[src/rtl/hazard_ctl.sv]
// hazard_ctl: pipeline hazard control for a five-stage core.
// Load-use and mult/div stalls, branch flush, ME->EX forwarding, stall counter.
module hazard_ctl #(
   parameter int MULT_CYCLES = 4,
   parameter int DIV_CYCLES  = 32
) (
   input  logic        clk,
   input  logic        reset_n,
   input  logic [4:0]  Rs_IF,
   input  logic [4:0]  Rt_IF,
   input  logic        UsesHiLo_IF,
   input  logic [1:0]  MulDiv_IF,
   input  logic [4:0]  Rs_ID,
   input  logic [4:0]  Rt_ID,
   input  logic        MemToReg_ID,
   input  logic        RegWrite_ME,
   input  logic [4:0]  WriteReg_ME,
   input  logic        BranchTaken_EX,
   input  logic        MemBusy_ME,
   output logic        AnyStall,
   output logic        flush,
   output logic        FwdA_EX,
   output logic        FwdB_EX,
   output logic        MulDivBusy,
   output logic [31:0] StallCnt
);

   localparam logic [5:0] LP_MULT = 6'(MULT_CYCLES);
   localparam logic [5:0] LP_DIV  = 6'(DIV_CYCLES);

   logic [5:0]  r_busy_cnt;
   logic        r_lu_done;
   logic        r_flush_q;
   logic [31:0] r_stall_cnt;

   logic w_load_use;
   logic w_is_mult;
   logic w_is_div;
   logic w_busy;
   logic w_md_haz;
   logic w_stall;
   logic w_md_start;

   // Hazard detection and forwarding selects
   always_comb begin
      w_is_mult  = (MulDiv_IF == 2'b01);
      w_is_div   = (MulDiv_IF == 2'b10);
      w_busy     = (r_busy_cnt != 6'd0);
      w_load_use = MemToReg_ID & (Rt_ID != 5'd0)
                 & ((Rt_ID == Rs_IF) | (Rt_ID == Rt_IF))
                 & ~r_lu_done;
      w_md_haz   = w_busy & (UsesHiLo_IF | w_is_mult | w_is_div);
      w_stall    = reset_n & (w_load_use | w_md_haz | MemBusy_ME);
      w_md_start = ~w_busy & ~w_stall & ~r_flush_q;
      FwdA_EX    = RegWrite_ME & (WriteReg_ME != 5'd0)
                 & (WriteReg_ME == Rs_ID);
      FwdB_EX    = RegWrite_ME & (WriteReg_ME != 5'd0)
                 & (WriteReg_ME == Rt_ID);
   end

   // Load-use bubble is one cycle: remember it was inserted
   always_ff @(posedge clk) begin
      if (!reset_n)
         r_lu_done <= 1'b0;
      else if (!w_stall)
         r_lu_done <= 1'b0;
      else if (w_load_use)
         r_lu_done <= 1'b1;
   end

   // Mult/div occupancy counter; drains even while stalled
   always_ff @(posedge clk) begin
      if (!reset_n)
         r_busy_cnt <= 6'd0;
      else if (w_md_start && w_is_mult)
         r_busy_cnt <= LP_MULT;
      else if (w_md_start && w_is_div)
         r_busy_cnt <= LP_DIV;
      else if (w_busy)
         r_busy_cnt <= r_busy_cnt - 6'd1;
   end

   // Taken branch produces a flush pulse only once no stall holds it off
   always_ff @(posedge clk) begin
      if (!reset_n)
         r_flush_q <= 1'b1;
      else
         r_flush_q <= BranchTaken_EX & ~w_stall;
   end

   // Saturating count of stalled cycles
   always_ff @(posedge clk) begin
      if (!reset_n)
         r_stall_cnt <= 32'd0;
      else if (w_stall && (r_stall_cnt != 32'hFFFF_FFFF))
         r_stall_cnt <= r_stall_cnt + 32'd1;
   end

   assign AnyStall   = w_stall;
   assign flush      = r_flush_q;
   assign MulDivBusy = w_busy;
   assign StallCnt   = r_stall_cnt;

endmodule

[config.mk]
export PLATFORM = sky130hd
export DESIGN_NAME = hazard_ctl
export DESIGN_NICKNAME = d
export VERILOG_FILES = /design/src/rtl/hazard_ctl.sv
export SDC_FILE = /design/constraint.sdc
export NUM_CORES = 1
export LEC_CHECK = 0
export ABC_AREA = 0
export ABC_CLOCK_PERIOD_IN_PS = 3000
export CELL_PAD_IN_SITES_DETAIL_PLACEMENT = 0
export CELL_PAD_IN_SITES_GLOBAL_PLACEMENT = 1
export CORE_MARGIN = 4
export CORE_UTILIZATION = 36
export CTS_CLUSTER_DIAMETER = 120
export DETAILED_ROUTE_END_ITERATION = 8
export GPL_TIMING_DRIVEN = 0
export PLACE_DENSITY_LB_ADDON = 0.15
export SETUP_SLACK_MARGIN = 0.4
export SLEW_MARGIN = 30
export SYNTH_ARGS = -nofsm -noshare
export SYNTH_HDL_FRONTEND = slang
export SYNTH_SLANG_ARGS = --single-unit
export TNS_END_PERCENT = 20
[constraint.sdc]
create_clock -name clk -period 3 [get_ports clk]
set_input_delay 0.3 -clock clk [delete_from_list [all_inputs] [get_ports clk]]
set_output_delay 0.3 -clock clk [all_outputs]
set_load 0.05 [all_outputs]
==> results_dict.tcl, run 1 <==
set metrics [dict create \
    outcome "finished clean" \
    drt_iter0_drc 84 \
    final.setup_skew_ns 0.0109 \
    grt_max_degree 14 \
    timing.final.crit_share_pct 87.0 \
    synthMuxAreaShare_pct 1.80 \
    grt.overflow.total 0 \
    clkTransAtPathRegs_ns 0.07 \
    postCtsSetupBuffers 0 \
    synth_top_family_by_area "simple AND/OR/NAND/NOR gates" \
    drcViolationCount 0 \
    yosys.area.top_type "dfxtp_1" \
    area_delta_synth_final_pct 40.9 \
    power_uw 1670 \
    max_stage_delay_ns 0.51 \
    setup_ws_ns 0.389 \
    cts_buffers 5 \
    die_height_um 86.7 \
    maxCapViolations 0 \
    die_w_um 86.7 \
    io_pins 71 \
    htreeDepth 2 \
    synth-simple-area-share_pct 30.8 \
    synth_edf_count 0 \
    p_leak_uw 0.00111 \
    fmax_ghz 0.383 \
    vias 2134 \
    crit_path_end_kind "output pin" \
    whs_path_depth 1 \
    cts.sinks 40 \
    power_per_cell_area_mw_per_mm2 533 \
    ys_types 49 \
    hold_violations 0 \
    dr.pass1.iters 4 \
    period_needed_ns 2.61 \
    worstMarginPinSlew_ns 0.575 \
    grt_pass1_wl_um 9410 \
    hold_end "r_lu_done$_SDFFE_PN0P_" \
    drive_above_1_share_pct 7.06 \
    synth_adder_area_share_pct 1.68 \
    max_slew_margin_pct 61.4 \
    cp_cell_sequence "clkdlybuf4s50_1 -> or4_1 -> o21ai_1 -> or3_1 -> o21ai_4 -> buf_6 -> buf_2 -> buf_4" \
    syn_area_per_cell_um2 8.51 \
    synth_ff_type "dfxtp_1" \
    crit_path_top_delay_cell "clkdlybuf4s50_1" \
    cp_data_required_time_ns 2.70 \
    rsz0062_at_grt "yes" \
    reg2regPathDepth 8 \
    hold_ws_ns 0.459 \
    crit_path_start_kind "input pin" \
    maxSlewViolCount 0 \
    cts_tree "yes" \
    insertion_delay_ns 0.30 \
    setup_viol 0 \
    synth.area.top_cells "dfxtp_1 36%, xor2_1 9.0%, xnor2_1 5.1%, nor2_1 4.4%, nand3_1 4.3%" \
    ys_seq_area_share_pct 35.9 \
    cts_max_path_buffers 2 \
    drtAntennaViolNets 0 \
    synth_xor_area_share_pct 14.1 \
    fp-row-count 28 \
    postSynthCellCount 262 \
    grt_pass1_vias 2027 \
    die_area_mm2 0.00752 \
    synth_fp_nets 299 \
    dp_hpwl_um 4450 \
    synth_top_area_share_pct 35.9 \
    cp_max_fo 10 \
    core_region_area_mm2 0.00596 \
    regToRegEndpoint "StallCnt[4]$_SDFFE_PN0P_" \
    ys_top_cells_by_count "40 x dfxtp_1, 26 x nor2_1, 23 x xor2_1" \
    wl_um 5710 \
    synthArstFlopShare_pct 0 \
    timing.rr.start "StallCnt[0]$_SDFFE_PN0P_" \
    mappedNetlistArea_mm2 0.00223 \
    post_cts_resized 9 \
    crit_type "in2out" \
    pre_cts_ws_ns -0.246 \
    wire_per_inst_um 13.7 \
    initial_utilization_pct 37.4 \
    io_buffers 70 \
    crit_arrival_ns 2.31 \
    antenna_found_initial 0 \
    hold_path.startpoint "r_lu_done$_SDFFE_PN0P_" \
    grt.total_usage_pct 15.7 \
    antenna_cells 0 \
    ys_ff_latch 40 \
    fin_nets 376 \
    holdBufCountCts 0 \
    synth_compound_area_share_pct 12.5 \
    fin_setup_tns_ns 0 \
    peakVddDrop_mv 0.355 \
    yosys_warnings 0 \
    gp_congestion 0.756 \
    cts_root_buf "clkbuf_8" \
    post_drt_via_cell_ratio 5.14 \
    synth.most_common_cell "dfxtp_1" \
    hp-class "reg2reg" \
    reg2reg_slack_ns 0.65 \
]
[kinds of logic (layout without fill, tap and decap cells)]
group,Yosys count,after routing
adders and majority gates,3,3
AOI/OAI and AO/OA,42,42
and+or+nand+nor,122,122
buffers and inverters,15,93
DFF,40,40
muxes,4,4
xor gates and xnor gates,36,36
[report_power, final]
part	switching [µW]	leakage [µW]	internal (µW)
clock network	198	0.0000614	272
registers	43.6	0.000324	586
logic	333	0.000723	242
[area by class of cell]
class,instances,area [µm²]
clock inverter,2,38.8
inverter,9,33.8
multi-input combinational,207,1360
clock buffer,6,82.6
buffer,6,37.5
fill,596,2810
timing repair buffer,70,697
tap,75,93.8
sequential,40,801
[layout by cell type, fill, tap and decap left out, drive strengths merged, types with 3 or more instances in the layout]
cell type,instances
clkdlybuf4s50,65
dfxtp,40
nor2,26
xor2,23
nand3,23
nand2,21
xnor2,13
a21oi,12
nand4,10
o21ai,10
inv,9
or3,9
nor3,8
clkbuf,8
and3,6
or4,6
o31ai,5
mux2i,4
buf,4
o311ai,3
o41ai,3
ha,3
dlygate4sd2,3
and2,3
[worst max-delay path by stage]
stage	from	end	slack, ns	cells past startpoint
final	Rt_ID[3]	AnyStall	0.39	8
after global routing	Rt_ID[0]	AnyStall	0.25	8
after CTS	WriteReg_ME[1]	FwdA_EX	0.35	5
after detailed placement	Rt_ID[3]	AnyStall	-0.25	8
after global placement	Rt_ID[1]	AnyStall	-0.26	8
after floorplan	StallCnt[9]$_SDFFE_PN0P_	StallCnt[4]$_SDFFE_PN0P_	0.53	7
[metal layers]
layer  vias up  share of wire, %  GRT usage (%)
li1       1101                 -              -
met1       979                47           20.6
met2        45                47           25.5
met3         9               3.9           3.71
met4         0               1.7           5.24
met5         -                 0              0
[flip-flops by register name, summed over array words and instances, names as in the netlist]
| name | cells |
|---|---|
| r_busy_cnt | 6 |
| r_lu_done | 1 |
| flush | 1 |
| StallCnt | 32 |
[critical path: cells and delay by family]
kind,cells,cell delay (ns)
and+or+nand+nor,2,0.69
buffers and inverters,4,1.07
AOI/OAI and AO/OA,2,0.25
[stage by stage]
stage / instance area, µm² / cells / utilization, %
6_report: 3140 / 415 / 52.8
4_1_cts: 3140 / 415 / 52.7
5_1_grt: 3140 / 415 / 52.8
3_3_place_gp: 3020 / 407 / 50.8
3_5_place_dp: 3020 / 407 / 50.8
2_1_floorplan: 2230 / 262 / -
Power figures use the tool's default switching activity.
==> run 2: changes to the inputs <==
HOLD_SLACK_MARGIN = 0.1   (was unset)
==> results of run 2 <==
The final DEF is identical to that of run 1; final timing and power are the same.
==> edit 1: new RTL, flow settings as in run 2 <==
`DIV_CYCLES`: 32 -> 16.
--- a/src/rtl/hazard_ctl.sv
+++ b/src/rtl/hazard_ctl.sv
@@ -3,5 +3,5 @@
 module hazard_ctl #(
    parameter int MULT_CYCLES = 4,
-   parameter int DIV_CYCLES  = 32
+   parameter int DIV_CYCLES  = 16
 ) (
    input  logic        clk,
Formal check against the unedited RTL: same outputs for any inputs over 10 cycles, from zero or initial values and one cycle with reset_n low; that may be too few to reach the edited logic, so the function may still have changed.
==> edit 1 against run 2 <==
  * Routed wire length up 18%
  * Synthesized area up 5.3%
  * Worst setup slack better by 0.011 ns
  * Sequential cell count unchanged
  * Combinational power down 1%
  * Synthesized cell count up 6.9%
  * Total power down 8.5%
  * Final cell count up 4.8%
  * Design area up 4.3%
  * Count of clock-buffer cells in the layout unchanged
  * Critical endpoint is now FwdB_EX
==> edit 1: results (changes against run 2) <==
Outcome
  • Status: completed

Drt
  • WL met1: 3.28 mm (+22%)
  • WL final: 6.75 mm (+18%)
  • Met3 routed WL: 274 um (+23%)
  • Vias per inst: 5.44 (+5.9%)
  • Via count: 2368 (+11%)

Logic synthesis
  • Synth cell count leaders: 40 x dfxtp_1, 31 x nand2_1, 17 x xor2_1
  • Synth unique cells: 42 (-14%)
  • Post-synthesis sequential area ratio: 0.341 (-0.0180)
  • Mapped Cells: 280 (+6.9%)

Layout
  • Net count of the finished layout: 395 (+5.1%)
  • Filler instances: 645 (+8.2%)

Global routing
  • Met2 Usage GRT: 0.274 (+0.0194)
  • First-pass GRT wire length: 11.0 mm (+16%)
  • GR Util All Layers: 0.175 (+0.0182)
  • Met1 Track Usage GR: 0.252 (+0.0467)

Placement
  • Placer Congestion: 0.786 (+3.9%)
  • Setup WS pre-CTS: -0.597 ns (-0.352 ns)
  • Dpl cell area: 3140 um^2 (+3.8%)
  • Placed cell count: 426 (+4.7%)

Critical path
  • CP startpoint: WriteReg_ME[1]
  • Max incr delay on CP: 0.71 ns (+0.20 ns)

Clocking
  • Post_cts resized: 10 (+1)

Power
  • Clock network power share: 0.223 (-0.058)
  • Internal: 0.970 mW (-12%)
  • Worst vdd ir: 330 uV (-7.0%)

Timing
  • Final worst clock skew: 0.0101 ns (-0.000753 ns)
edit 1: worst paths after layout:
| check | depth (start not counted) | endpoint | slack (ns) |
|---|---|---|---|
| worst min-delay path | 3 | StallCnt[18] | 0.42 |
| worst min register to register | 2 | r_lu_done | 0.48 |
| worst max register to register | 7 | StallCnt[13] | 0.60 |
| worst max-delay path | 5 | FwdB_EX | 0.40 |
edit 1: kinds of logic after synthesis:
logic type      synth area share
xor+xnor                  0.0970
compound gates             0.140
simple gates               0.308
fa+ha+maj                 0.0160
buf+inv                   0.0389
mux                       0.0597
flops                      0.341
edit 1: final cells by class:
| type | instances | area [um^2] | area share |
|---|---|---|---|
| inverter | 7 | 26.3 | 0.00802 |
| multi-input combinational | 220 | 1500 | 0.456 |
| sequential | 40 | 801 | 0.244 |
| buffer | 13 | 78.8 | 0.0240 |
| tap | 77 | 96.3 | 0.0294 |
| clock inverter | 1 | 5.00 | 0.00153 |
| clock buffer | 6 | 72.6 | 0.0221 |
| timing repair buffer | 71 | 703 | 0.215 |
==> edit 2: new RTL, config.mk and constraints of run 2 <==
Made on the original files. Put one more register stage on the output `StallCnt`. The value now appears one clock later. The other outputs are not delayed to match.
--- a/src/rtl/hazard_ctl.sv
+++ b/src/rtl/hazard_ctl.sv
@@ -100,5 +100,7 @@
    assign flush      = r_flush_q;
    assign MulDivBusy = w_busy;
-   assign StallCnt   = r_stall_cnt;
+   always_ff @(posedge clk) begin
+      StallCnt <= r_stall_cnt;
+   end
 
 endmodule
Formal check against the unedited RTL: not equivalent (Yosys sat finds a counterexample within 4 cycles, from zero or initial values and one cycle with reset_n low).
==> edit 2 against run 2 <==
  * Worst setup slack worse by 0.0098 ns
  * Routed wire length up 23%
  * Design area up 29%
  * Sequential cell count up 32
  * Total power up 51%
  * Combinational power up 18%
  * Synthesized area up 36%
  * Final cell count up 22%
  * Largest power group unchanged
==> edit 2: results (changes against run 2) <==
Logic synthesis
  • Post-synthesis sequential area ratio: 0.475 (+0.116)
  • Top post-synthesis cells by area: dfxtp_1 48%, xnor2_1 6.6%, xor2_1 5.2%, and2_1 3.7%, nand2_1 3.5%
  • Synth cell count leaders: 72 x dfxtp_1, 28 x nand2_1, 23 x xnor2_1
  • Synth unique cells: 45 (-8.2%)
  • Mapped Nets: 351 (+17%)

Placement
  • Dpl cell area: 3860 um^2 (+28%)
  • Placer Congestion: 0.799 (+5.7%)
  • Setup WS pre-CTS: -0.272 ns (-0.0260 ns)
  • HPWL Detailed: 5.10 mm (+15%)

Critical path
  • R2R Path End: r_stall_cnt[28]
  • Worst Setup EP: FwdA_EX
  • FF-to-FF setup slack: 0.83 ns (+0.18 ns)
  • CP startpoint: WriteReg_ME[1]
  • Worst R2R Start: r_stall_cnt[6]
  • Crit path DAT: 2.32 ns
  • Max incr delay on CP: 0.71 ns (+0.20 ns)
  • Crit-path max FO: 3 (-7)

Drt
  • Starting DRC count in detailed routing: 75 (-11%)
  • Via count: 2418 (+13%)

Timing
  • Final worst clock skew: 0.0165 ns (+0.00566 ns)
  • Tcrit/Tclk final: 0.873 (+0.00328)
  • Worst hold margin: 0.383 ns (-0.0763 ns)
  • Slew @ Worst Pin: 0.549 ns (-0.0257 ns)

Clocking
  • Worst-skew pair later-pin latency: 0.35 ns (+0.05 ns)
  • CTS buffer count: 9 (+4)
  • Htree depth: 3 (+1)

Outcome
  • Status: completed

Layout
  • Filler instances: 794 (+33%)
  • Ratio of cells with drive above 1 in the final layout: 0.0750 (+0.00441)
  • Net count of the finished layout: 432 (+15%)

Power
  • P_leak: 1.47 nW (+33%)
  • Worst vdd ir: 245 uV (-31%)

Global routing
  • Largest net degree at the start of global routing: 13 (-1)
  • Vias in the first global route: 2335 (+15%)
  • GR Util All Layers: 0.149 (-0.00830)

Hold path
  • Hold Path Stages: 0 (-1)
  • Min-Delay Endpoint: StallCnt[19]
## edit 2: cell count changes in the layout (fill, tap and decap cells not counted), moves of 6 or more
cell,change
a21oi_1,-11
and2_1,+16
dfxtp_1,+31
nand2_1,+8
nand2b_1,+6
nor2_1,-9
or3_1,-7
xnor2_1,+10
## edit 2: area by class of cell
cell class,count,area share
plain buffers,10,0.0163
clock buffers,11,0.0348
clock inverters,5,0.0139
inverters,10,0.00924
multi-input cells,222,0.367
flip-flops and latches,72,0.355
well taps,105,0.0323
repair buffers,70,0.171
## edit 2: stage by stage
stage / utilization / std cells
6_report: 0.494 / 505
3_5_place_dp: 0.470 / 489
5_1_grt: 0.494 / 505
3_3_place_gp: 0.470 / 489
2_1_floorplan: - / 314
4_1_cts: 0.494 / 505
## edit 2: routing by layer
layer / vias to the layer above / global-route usage / part of all wire / wire length [um]
met3: 10 / 0.0400 / 0.059 / 416
met5: - / 0 / 0 / 0
li1: 1240 / - / - / -
met2: 66 / 0.222 / 0.42 / 2930
met4: 0 / 0.0620 / 0.017 / 116
met1: 1102 / 0.203 / 0.51 / 3570
## edit 2: what timing repair did
item,CTS,global route
pin swaps,1,0
cloned,0,0
setup endpoints to repair,4,4
hold buffers,0,0
gates resized for setup,12,1
## edit 2: cells by family (layout without fill, tap and decap cells)
kind of cell	count (synthesis)	count (layout)	share of synthesized area
xor gates and xnor gates	41	41	0.118
adders and majority gates	3	3	0.0124
buffers and inverters	20	106	0.0330
muxes	5	5	0.0165
and+or+nand+nor	139	139	0.256
DFF	72	72	0.475
AOI/OAI and AO/OA	34	34	0.0883
## edit 2: where the power goes
group	total (mW)	switching, mW	internal (mW)
Clock	0.765	0.360	0.406
Combinational	0.677	0.380	0.297
Sequential	1.08	0.0527	1.03
